**src/rtl/clock_div_mux_pkg.sv**
```systemverilog
// clock_div_mux_pkg: shared types and helpers for the clock-enable divider/selector
//   sel_width()    : select width for a channel count, never below 1
//   CEIL_HALF_BIAS : bias so that ceil((R+1)/2) == (R + CEIL_HALF_BIAS) >> 1
//   sel_state_t    : channel-switch handshake states
package clock_div_mux_pkg;
    localparam int CEIL_HALF_BIAS = 2;
    typedef enum logic {SEL_IDLE, SEL_PENDING} sel_state_t;
    function automatic int sel_width(input int n);
        return (n > 1) ? $clog2(n) : 1;
    endfunction
endpackage

```
**src/rtl/clock_div_counter.sv**
```systemverilog
// clock_div_counter: period counter producing terminal, enable pulse and divided clock
//   clk, rst   : clock, asynchronous active-high reset
//   ratio      : live divide ratio R, period is R+1 cycles
//   terminal   : combinational, high in the last cycle of a period
//   clk_enable : registered, high in the cycle after terminal
//   clk_div    : registered, high for the first ceil((R+1)/2) cycles of a period
module clock_div_counter
    import clock_div_mux_pkg::*;
#(
    parameter int CNT_WIDTH = 8
) (
    input  logic                 clk,
    input  logic                 rst,
    input  logic [CNT_WIDTH-1:0] ratio,
    output logic                 terminal,
    output logic                 clk_enable,
    output logic                 clk_div
);
    logic [CNT_WIDTH-1:0] count;
    logic [CNT_WIDTH-1:0] count_n;
    logic [CNT_WIDTH:0]   half;
    // >= rather than == so a ratio lowered below the count wraps immediately
    assign terminal = count >= ratio;
    assign count_n  = terminal ? '0 : count + 1'b1;
    // one extra bit keeps R = 2^CNT_WIDTH-1 from overflowing
    assign half     = ({1'b0, ratio} + (CNT_WIDTH+1)'(CEIL_HALF_BIAS)) >> 1;
    always_ff @(posedge clk or posedge rst) begin
        if (rst) begin
            count      <= '0;
            clk_enable <= 1'b0;
            clk_div    <= 1'b0;
        end else begin
            count      <= count_n;
            clk_enable <= terminal;
            clk_div    <= {1'b0, count_n} < half;
        end
    end
endmodule

```
**src/rtl/clock_div_mux.sv**
```systemverilog
// clock_div_mux: N-channel clock-enable divider with glitch-free handshaked channel select
//   clk, rst       : clock, asynchronous active-high reset
//   div_ratio      : per-channel ratio, channel i at [i*CNT_WIDTH +: CNT_WIDTH]
//   select_req     : switch request valid, accepted when select_ready
//   select         : requested channel
//   select_ready   : no switch pending
//   select_ack     : one-cycle pulse when current_select takes the new value
//   select_err     : one-cycle pulse after a request for a channel >= NUM_CH
//   current_select : channel driving the outputs
//   clk_enable     : one-cycle pulse per period of the active channel
//   clk_div        : registered divided clock of the active channel
module clock_div_mux
    import clock_div_mux_pkg::*;
#(
    parameter int NUM_CH      = 4,
    parameter int CNT_WIDTH   = 8,
    parameter int DEFAULT_SEL = 0,
    parameter int SEL_W       = sel_width(NUM_CH)
) (
    input  logic                        clk,
    input  logic                        rst,
    input  logic [NUM_CH*CNT_WIDTH-1:0] div_ratio,
    input  logic                        select_req,
    output logic                        select_ready,
    input  logic [SEL_W-1:0]            select,
    output logic                        select_ack,
    output logic                        select_err,
    output logic [SEL_W-1:0]            current_select,
    output logic                        clk_enable,
    output logic                        clk_div
);
    // SEL_W+1 bits so NUM_CH == 2^SEL_W does not truncate to zero
    localparam logic [SEL_W:0] NCH = (SEL_W+1)'(NUM_CH);
    sel_state_t           state;
    sel_state_t           state_n;
    logic [SEL_W-1:0]     pending_sel;
    logic [SEL_W-1:0]     pending_n;
    logic [SEL_W-1:0]     cur_n;
    logic                 ack_n;
    logic                 err_n;
    logic                 terminal;
    logic [CNT_WIDTH-1:0] active_ratio;
    // padded to a power of two so any select code indexes a defined entry
    logic [CNT_WIDTH-1:0] ratios [2**SEL_W];
    for (genvar i = 0; i < 2**SEL_W; i++) begin : g_ratio
        if (i < NUM_CH) begin : g_used
            assign ratios[i] = div_ratio[i*CNT_WIDTH +: CNT_WIDTH];
        end else begin : g_unused
            assign ratios[i] = '0;
        end
    end
    assign active_ratio = ratios[current_select];
    clock_div_counter #(.CNT_WIDTH(CNT_WIDTH)) u_counter (
        .clk        (clk),
        .rst        (rst),
        .ratio      (active_ratio),
        .terminal   (terminal),
        .clk_enable (clk_enable),
        .clk_div    (clk_div)
    );
    always_ff @(posedge clk or posedge rst) begin
        if (rst) begin
            state          <= SEL_IDLE;
            pending_sel    <= '0;
            current_select <= SEL_W'(DEFAULT_SEL);
            select_ack     <= 1'b0;
            select_err     <= 1'b0;
        end else begin
            state          <= state_n;
            pending_sel    <= pending_n;
            current_select <= cur_n;
            select_ack     <= ack_n;
            select_err     <= err_n;
        end
    end
    // the switch lands on a terminal cycle, where the counter wraps to 0 anyway
    always_comb begin
        state_n      = state;
        pending_n    = pending_sel;
        cur_n        = current_select;
        ack_n        = 1'b0;
        err_n        = 1'b0;
        select_ready = state == SEL_IDLE;
        if (state == SEL_IDLE) begin
            if (select_req && ({1'b0, select} < NCH)) begin
                state_n   = SEL_PENDING;
                pending_n = select;
            end else if (select_req) begin
                err_n = 1'b1;
            end
        end else if (terminal) begin
            state_n = SEL_IDLE;
            cur_n   = pending_sel;
            ack_n   = 1'b1;
        end
    end
endmodule

```
**config.mk**
```make
export PLATFORM = sky130hd
export DESIGN_NAME = clock_div_mux
export DESIGN_NICKNAME = d
export VERILOG_FILES = /design/src/rtl/clock_div_mux_pkg.sv /design/src/rtl/clock_div_counter.sv /design/src/rtl/clock_div_mux.sv
export SDC_FILE = /design/constraint.sdc
export NUM_CORES = 1
export LEC_CHECK = 0
export BUFFER_PORTS_ARGS = -buffer_cell sky130_fd_sc_hd__buf_4
export CAP_MARGIN = 0
export CORE_MARGIN = 3
export CORE_UTILIZATION = 50
export CTS_CLUSTER_DIAMETER = 120
export DETAILED_ROUTE_END_ITERATION = 12
export PLACE_DENSITY_LB_ADDON = 0.2
export SYNTH_ARGS = -nofsm -noshare
export SYNTH_HDL_FRONTEND = slang
export SYNTH_HIERARCHICAL = 1
export SYNTH_SLANG_ARGS = --single-unit
```
**constraint.sdc**
```tcl
create_clock -name clk -period 4.2 [get_ports clk]
set_clock_uncertainty 0.15 [all_clocks]
set_input_delay 0.84 -clock clk [delete_from_list [all_inputs] [get_ports clk]]
set_output_delay 0.84 -clock clk [all_outputs]
set_load 0.02 [all_outputs]
```
==> results of run 1 <==
[metrics by stage]
stage	cell area, µm²	instances	worst slack (ns)	power, mW	hold slack (ns)
global route	1670	192	0.113	1.32	0.321
CTS	1670	192	0.433	1.21	0.329
detailed placement	1630	188	0.306	1.10	0.342
finish	1670	192	0.438	1.21	0.328
global placement	1630	188	0.413	1.05	0.335
floorplan	1310	121	0.685	0.895	0.327
[state kept, by name, summed over array words and instances, names as in the netlist]
name,count
select_ack,1
u_counter/clk_enable,1
u_counter/clk_div,1
u_counter/count,8
current_select,2
state,1
pending_sel,2
[report_power, final]
part	leakage (nW)	internal (mW)	switching, mW
Combinational	0.646	0.389	0.409
Sequential	0.197	0.218	0.0932
Clock	0.0210	0.0527	0.0494
Total	0.864	0.660	0.551
[layout make-up]
cell class	instances	area share
Clock buffer	4	0.0217
Tap cell	28	0.0210
Inverter	14	0.0315
Multi-Input combinational cell	88	0.497
Timing Repair Buffer	42	0.189
Sequential cell	16	0.240
[kinds of logic (layout without fill, tap and decap cells)]
group                      after synthesis  count (layout)  synth area share
AOI/OAI and AO/OA                       14              14            0.0909
xor gates and xnor gates                11              11            0.0737
adders and majority gates               17              17             0.163
buffers and inverters                   17              60            0.0584
DFF                                     16              16             0.306
muxes                                   12              12             0.172
other                                    1               1           0.00287
and+or+nand+nor                         33              33             0.133
[layout by cell type (no fill, tap or decap)]
master / Yosys / final
xnor2_1: 6 / 6
o21ai_1: 1 / 1
a21oi_2: 1 / 1
nand2_1: 2 / 2
a21oi_1: 3 / 3
ha_1: 17 / 17
o21a_1: 2 / 2
nor3_1: 1 / 1
conb_1: 1 / 1
nor2b_1: 2 / 2
nor2_1: 8 / 8
mux2_2: 4 / 4
inv_1: 13 / 13
inv_2: 1 / 1
nand2b_1: 1 / 1
clkbuf_8: 0 / 1
mux4_2: 8 / 8
o311a_1: 1 / 1
buf_4: 1 / 42
or3_1: 1 / 1
or4_4: 1 / 1
dfrtp_1: 16 / 16
nand3_1: 11 / 11
and4_1: 1 / 1
a21oi_4: 1 / 1
and3_1: 3 / 3
nor4_1: 1 / 1
nand4_1: 1 / 1
o21ai_0: 1 / 1
a21o_1: 3 / 3
xor2_1: 5 / 5
o31ai_4: 1 / 1
clkbuf_4: 0 / 3
[how the worst max path moves through the flow]
stage	start	end	slack, ns	cells past startpoint
2_1_floorplan	div_ratio[26]	u_counter/clk_div$_DFF_PP0_	0.69	12
3_3_place_gp	div_ratio[26]	u_counter/clk_div$_DFF_PP0_	0.41	13
3_5_place_dp	div_ratio[26]	u_counter/clk_div$_DFF_PP0_	0.31	13
4_1_cts	current_select[0]$_DFFE_PP0P_	u_counter/clk_div$_DFF_PP0_	0.43	12
5_1_grt	current_select[0]$_DFFE_PP0P_	u_counter/clk_div$_DFF_PP0_	0.11	12
6_report	current_select[0]$_DFFE_PP0P_	u_counter/clk_div$_DFF_PP0_	0.44	12
[routing by layer]
metal,vias up,GRT usage
met2,50,0.385
met1,532,0.225
met3,6,0.0430
met5,-,0
li1,524,-
met4,0,0.0695
==> flow_metrics.tcl, run 1 <==
set metrics [dict create \
    netlist_area_mm2 0.00131 \
    portBuffers 42 \
    drt_wl_total_mm 3.18 \
    cp_max_fo 10 \
    synth_edf_count 0 \
    ios 44 \
    ys.flop_type "dfrtp_1" \
    antenna_found_initial 0 \
    holdBufCountCts 0 \
    ys_seq_elements 16 \
    critPathBufInv 1 \
    worstSetupStartpointType "flip-flop" \
    vdd_ir_drop_max_mv 0.446 \
    routedWlPerCell_um 16.5 \
    fin_crit_ns 3.76 \
    synthToLayoutAreaGrowth_pct 27.8 \
    met3_length_um 215 \
    final_nets 219 \
    core-area_mm2 0.00234 \
    rsz0062_at_grt "false" \
    yosysMostFrequentCell "ha_1" \
    fmax_mhz 266 \
    die_y_um 57.1 \
    crit_path_end_kind "flip-flop" \
    drc 0 \
    fp-row-count 17 \
    cts_buffer_depth 2 \
    antennaDiodeCount 0 \
    worst_pin_slew_ns 0.534 \
    synth_top_area_share 0.306 \
    worstPathRequired_ns 4.27 \
    fin_setup_tns_ns 0 \
    maxCapViolCount 0 \
    max-slew-margin-rel 0.644 \
    utilization 0.714 \
    synth_commonest_cells "ha_1, dfrtp_1, inv_1" \
    regArea_um2 400 \
    routabilityCongestion 0.811 \
    clockRootBuffer "clkbuf_4" \
    synth_nets 175 \
    cts_inserted_buffers 3 \
    cp_slowest_stage_delay_ns 0.69 \
    synth_largest_area_cell "dfrtp_1" \
    cp_slowest_cell "dfrtp_1" \
    met2_length_mm 1.69 \
    synth.distinct_cells 33 \
    yosys-top-cells-area "dfrtp_1, ha_1, mux4_2, nand3_1, xnor2_1" \
    dieArea_mm2 0.00326 \
    crit_top_cell "ha_1" \
    cp.arrival_ns 3.83 \
    grt_pass1_wl_mm 5.22 \
    antenna_left 0 \
    clkLatencyLatePin_ns 0.28 \
    die-width_um 57.1 \
    drive_above_1_share 0.384 \
    postCtsSetupBuffers 0 \
    clk_pin_slew_worst_paths_ns 0.10 \
    via_per_inst 5.79 \
    synth-async-reset-ratio 1.00 \
    total_leakage_power_nw 0.864 \
    rrSetupSlack_ns 0.44 \
    overflow 0 \
    first_global_vias 1233 \
    start_util 0.559 \
    drt_first_iter_violations 32 \
    reg2reg_depth 12 \
    crit_family "simple AND/OR/NAND/NOR gates" \
    synthCells 121 \
    finalSetupViolCount 0 \
    crit_path_cell_trace "mux4_2 -> inv_1 -> ha_1 -> or3_1 -> a21oi_1 -> o31ai_4 -> nor2_1 -> ha_1 -> and3_1 -> o21ai_0 -> nand3_1 -> o21ai_1" \
    timing.rr.start "current_select[0]$_DFFE_PP0P_" \
    cellPowerDensity_mw_per_mm2 725 \
    grt_max_degree 11 \
    clock-sinks 16 \
    dp_hpwl_mm 2.70 \
    vias 1112 \
    final_max_slew_viol_count 0 \
    topRoutingLayerUsed "met4" \
    yosys_warnings 6 \
    reg2reg_to "u_counter/clk_div$_DFF_PP0_" \
    track_usage 0.204 \
    hold_viol_final 0 \
    multi_input_area_um2 831 \
    met1Wirelength_mm 1.23 \
    hp-class "in2async" \
    fillers 168 \
    avgSynthCellArea_um2 10.8 \
    dr.pass1.iters 4 \
    critPathKind "reg2reg" \
    cts_tree "built" \
    seq_area_frac_synth 0.306 \
    outcome "complete, no violations" \
    htree_num_levels 1 \
    fin_crit_sh 0.896 \
    ctsResizeCount 0 \
]
No activity file was read; power rests on OpenSTA's default activity.
==> run 2: changes to the inputs <==
- BUFFER_PORTS_ARGS: -buffer_cell sky130_fd_sc_hd__buf_4 -> default
- CORE_UTILIZATION: 50 -> 60
- DONT_BUFFER_PORTS: default -> 1
- SKIP_LAST_GASP: default -> 1
==> flow_metrics.tcl, run 2 (synthesized netlist as in run 1, its figures left out) <==
set metrics [dict create \
    outcome "complete, no violations" \
    cts_tree "built" \
    htree_num_levels 1 \
    layout_common_cells "ha_1, dfrtp_1, inv_1" \
    drt_wl_total_mm 2.62 \
    reg.largest.list "u_counter/count x8, current_select x2, pending_sel x2" \
    die_y_um 52.7 \
    top_register "u_counter/count" \
    crit_family "compound AO/OA/AOI/OAI gates" \
    rsz0062_at_grt "false" \
    total_power_mw 1.14 \
    hold_viol_final 0 \
    synthToLayoutAreaGrowth_pct 4.12 \
    rrSetupSlack_ns 0.58 \
    stdcell_area_mm2 0.00136 \
    crit_top_cell "ha_1" \
    drive_above_1_share 0.179 \
    layout_setup_ws_ns 0.583 \
    final_common_cell "ha_1" \
    critPathBufInv 2 \
    cts_buffer_depth 2 \
    largest_reg_flops 8 \
    track_usage 0.228 \
    place_ws_ns 0.431 \
    ios 44 \
    fin_crit_sh 0.861 \
    finalHoldWorstSlack_ns 0.178 \
    cts_inserted_buffers 3 \
    cellPowerDensity_mw_per_mm2 834 \
    dp.cells 146 \
    max-slew-margin-rel 0.654 \
    overflow 0 \
    antenna_found_initial 0 \
    grt_pass1_wl_mm 4.37 \
    cp_slowest_cell "dfrtp_1" \
    clock-sinks 16 \
    fin_setup_tns_ns 0 \
    first_global_vias 963 \
    dr.pass1.iters 4 \
    core-area_mm2 0.00202 \
    drt_first_iter_violations 18 \
    routedWlPerCell_um 17.5 \
    fmax_mhz 276 \
    final_max_slew_viol_count 0 \
    ctsResizeCount 0 \
    finalSetupViolCount 0 \
    die-width_um 52.7 \
    worstPathRequired_ns 4.28 \
    cp.arrival_ns 3.69 \
    final_nets 178 \
    crit_path_cell_trace "buf_4 -> mux4_2 -> inv_1 -> ha_1 -> a21o_1 -> a21oi_2 -> o31ai_4 -> nor2_1 -> ha_1 -> and4_1 -> a21oi_1 -> nand3_1 -> o21ai_1" \
    portBuffers 0 \
    finalNonFillerCells 150 \
    clockRootBuffer "clkbuf_4" \
    clkLatencyLatePin_ns 0.29 \
    crit_path_end_kind "flip-flop" \
    cp_max_fo 10 \
    fin_crit_ns 3.62 \
    routabilityCongestion 0.912 \
    maxCapViolCount 0 \
    vdd_ir_drop_max_mv 0.503 \
    fillers 169 \
    vias 912 \
    fp-row-count 16 \
    start_util 0.647 \
    post_dp_cell_area_mm2 0.00133 \
    holdBufCountCts 0 \
    via_per_inst 6.08 \
    dp_hpwl_mm 2.18 \
    drc 0 \
    utilization 0.673 \
    postCtsSetupBuffers 0 \
    hp-class "in2async" \
    dieArea_mm2 0.00278 \
    grt_max_degree 11 \
    total_leakage_power_nw 0.666 \
    clk_pin_slew_worst_paths_ns 0.09 \
    worstSetupStartpointType "flip-flop" \
    critPathKind "reg2reg" \
    antenna_left 0 \
    worst_pin_slew_ns 0.518 \
    cp_slowest_stage_delay_ns 0.54 \
    antennaDiodeCount 0 \
]
-- run 2: cell count changes in the layout (fill, tap and decap cells not counted), sizes merged --
cell / previous run / this run
buf: 42 / 1
-- run 2: worst register-to-register path, cell delays in order, from the launching register on --
cell,delay [ns]
dfrtp_1,0.54
buf_4,0.25
mux4_2,0.54
inv_1,0.13
ha_1,0.26
a21o_1,0.20
a21oi_2,0.20
o31ai_4,0.16
nor2_1,0.21
ha_1,0.29
and4_1,0.22
a21oi_1,0.18
nand3_1,0.10
o21ai_1,0.12
-- run 2: power breakdown --
| part | switching, mW | internal, mW | leakage (nW) |
|---|---|---|---|
| combinational | 0.369 | 0.344 | 0.448 |
| sequential | 0.101 | 0.219 | 0.197 |
| clock | 0.0491 | 0.0529 | 0.0210 |
| total | 0.520 | 0.616 | 0.666 |
-- run 2: metal layers --
layer	global-route usage	vias up	wire (µm)
li1	-	439	-
met3	0.0598	9	177
met2	0.366	34	1280
met5	0	-	0
met1	0.267	430	1090
met4	0.145	0	78
-- run 2: final cells by class --
class | instances | area, µm² | area share
Sequential cell | 16 | 400 | 0.294
Timing Repair Buffer | 1 | 7.51 | 0.00551
Inverter | 14 | 52.6 | 0.0386
Multi-Input combinational cell | 88 | 831 | 0.610
Clock buffer | 4 | 36.3 | 0.0267
Tap cell | 27 | 33.8 | 0.0248
-- run 2: worst paths after layout --
check / end / cells past startpoint / start
max in group asynchronous: u_counter/count[5]$_DFF_PP0_ / 1 / rst
min in group clk: current_select[1]$_DFFE_PP0P_ / 1 / pending_sel[1]$_DFFE_PP0P_
setup reg to reg: u_counter/clk_div$_DFF_PP0_ / 13 / current_select[0]$_DFFE_PP0P_
hold / removal: select_ack$_DFF_PP0_ / 1 / rst
setup / recovery: u_counter/clk_div$_DFF_PP0_ / 13 / current_select[0]$_DFFE_PP0P_
hold reg to reg: current_select[1]$_DFFE_PP0P_ / 1 / pending_sel[1]$_DFFE_PP0P_
==> run 3: changes to the inputs <==
- CORE_UTILIZATION: 60 -> 50
- RECOVER_POWER: default -> 100
- SYNTH_HIERARCHICAL: 1 -> default
==> flow_metrics.tcl, run 3 <==
set metrics [dict create \
    outcome "complete, no violations" \
    synth.distinct_cells 34 \
    postCtsSetupBuffers 0 \
    vdd_ir_drop_max_mv 0.593 \
    synth-async-reset-ratio 1.00 \
    finalNonFillerCells 147 \
    synth_largest_area_cell "dfrtp_1" \
    antenna_found_initial 0 \
    dp.cells 143 \
    die-width_um 56.7 \
    start_util 0.554 \
    cts_tree "built" \
    dieArea_mm2 0.00321 \
    clockRootBuffer "clkbuf_4" \
    holdBufCountCts 0 \
    worstPathRequired_ns 4.26 \
    drive_above_1_share 0.143 \
    cp_max_fo 11 \
    overflow 0 \
    cellPowerDensity_mw_per_mm2 780 \
    cts_inserted_buffers 3 \
    cts_buffer_depth 2 \
    worstSetupStartpointType "flip-flop" \
    clk_pin_slew_worst_paths_ns 0.10 \
    cp_slowest_cell "mux4_1" \
    synthCells 118 \
    via_per_inst 5.91 \
    clkLatencyLatePin_ns 0.29 \
    ctsResizeCount 0 \
    total_leakage_power_nw 0.647 \
    routedWlPerCell_um 15.9 \
    dr.pass1.iters 4 \
    fp-row-count 17 \
    crit_path_cell_trace "mux4_1 -> inv_1 -> ha_1 -> and3_1 -> a221oi_1 -> o21ai_0 -> buf_4 -> nor2_1 -> ha_1 -> a21oi_1 -> nor2_1 -> nor2_1 -> o311ai_0 -> a31oi_1" \
    critPathBufInv 2 \
    ys.flop_type "dfrtp_1" \
    vias 869 \
    fmax_mhz 260 \
    max-slew-margin-rel 0.608 \
    grt_pass1_wl_mm 4.06 \
    critPathKind "reg2reg" \
    cp_slowest_stage_delay_ns 0.75 \
    synthToLayoutAreaGrowth_pct 3.89 \
    total_power_mw 1.04 \
    grt_max_degree 17 \
    crit_family "compound AO/OA/AOI/OAI gates" \
    yosys-top-cells-area "dfrtp_1, ha_1, mux4_1, mux4_2, mux2_2" \
    fin_setup_tns_ns 0 \
    hp-class "in2async" \
    ios 44 \
    seq_area_frac_synth 0.312 \
    portBuffers 0 \
    top_register "u_counter.count" \
    synth_top_area_share 0.312 \
    synth_nets 172 \
    final_nets 174 \
    drt_first_iter_violations 11 \
    antenna_left 0 \
    final_common_cell "ha_1" \
    clock-sinks 16 \
    crit_top_cell "nor2_1" \
    dp_hpwl_mm 2.02 \
    fin_crit_ns 3.84 \
    yosys_warnings 0 \
    layout_common_cells "ha_1, dfrtp_1, inv_1, nor2_1, nand3_1" \
    crit_path_end_kind "flip-flop" \
    finalSetupViolCount 0 \
    core-area_mm2 0.00232 \
    hold_viol_final 0 \
    ys_seq_elements 16 \
    netlist_area_mm2 0.00128 \
    maxCapViolCount 0 \
    finalHoldWorstSlack_ns 0.336 \
    largest_reg_flops 8 \
    cp.arrival_ns 3.90 \
    synth_edf_count 0 \
    drt_wl_total_mm 2.34 \
    avgSynthCellArea_um2 10.9 \
    synth_commonest_cells "ha_1, dfrtp_1, inv_1, nor2_1, nand3_1" \
    yosysMostFrequentCell "ha_1" \
    drc 0 \
    track_usage 0.158 \
    worst_pin_slew_ns 0.587 \
    antennaDiodeCount 0 \
    htree_num_levels 1 \
    routabilityCongestion 0.764 \
    final_max_slew_viol_count 0 \
    rsz0062_at_grt "false" \
    reg.largest.list "u_counter.count x8, current_select x2, pending_sel x2" \
    first_global_vias 973 \
    fin_crit_sh 0.914 \
    die_y_um 56.7 \
]
==> run 3: cell types whose count changed after synthesis, sizes merged, moves of 2 or more <==
cell	before	now
a21oi	5	3
a21o	3	1
nand3	11	7
nor2	8	12
==> run 3: metrics by stage <==
step	area, µm²	utilization	setup WS (ns)
2_1_floorplan	1280	-	0.628
3_3_place_gp	1300	0.560	0.451
3_5_place_dp	1300	0.560	0.383
4_1_cts	1340	0.576	0.358
5_1_grt	1340	0.576	0.0590
6_report	1340	0.576	0.361
==> run 3: area by class of cell <==
class	instances	area, µm²
inverters	13	48.8
flip-flops and latches	16	400
well taps	28	35.0
repair buffers	1	7.51
clock buffers	4	36.3
fillers	204	983
multi-input cells	85	807
==> run 3: logic make-up after synthesis <==
group                      Yosys count  synth area share
AOI/OAI and AO/OA                   13            0.0682
xor gates and xnor gates            11            0.0808
buffers and inverters               17            0.0604
and+or+nand+nor                     31             0.121
other                                1           0.00292
muxes                               12             0.190
DFF                                 16             0.312
adders and majority gates           17             0.166
==> run 3: report_power, final <==
part	leakage [nW]	switching, mW	internal, mW
clock network	0.0210	0.0496	0.0528
logic	0.428	0.305	0.296
registers	0.198	0.117	0.222
total	0.647	0.471	0.570
==> run 3: worst paths after layout <==
check | to | from | cells after the start | slack [ns]
worst min-delay path | u_counter.count[0]$_DFF_PP0_ | rst | 1 | 0.34
max in group asynchronous | u_counter.clk_div$_DFF_PP0_ | rst | 1 | 3.17
min in group clk | current_select[1]$_DFFE_PP0P_ | pending_sel[1]$_DFFE_PP0P_ | 1 | 0.37
worst min register to register | current_select[1]$_DFFE_PP0P_ | pending_sel[1]$_DFFE_PP0P_ | 1 | 0.37
worst max-delay path | u_counter.clk_div$_DFF_PP0_ | current_select[0]$_DFFE_PP0P_ | 14 | 0.36
worst max register to register | u_counter.clk_div$_DFF_PP0_ | current_select[0]$_DFFE_PP0P_ | 14 | 0.36
==> run 3: worst register-to-register path, cell delays in order (launching register included) <==
cell,delay (ns)
dfrtp_1,0.71
mux4_1,0.76
inv_1,0.11
ha_1,0.24
and3_1,0.17
a221oi_1,0.29
o21ai_0,0.13
buf_4,0.19
nor2_1,0.18
ha_1,0.27
a21oi_1,0.15
nor2_1,0.06
nor2_1,0.09
o311ai_0,0.13
a31oi_1,0.15
==> run 3: per-layer routing <==
layer	global-route usage	vias up	wire, µm
met5	0	-	0
met4	0.0305	0	0
met3	0.0460	0	145
met2	0.272	37	1110
met1	0.197	402	1080
li1	-	430	-
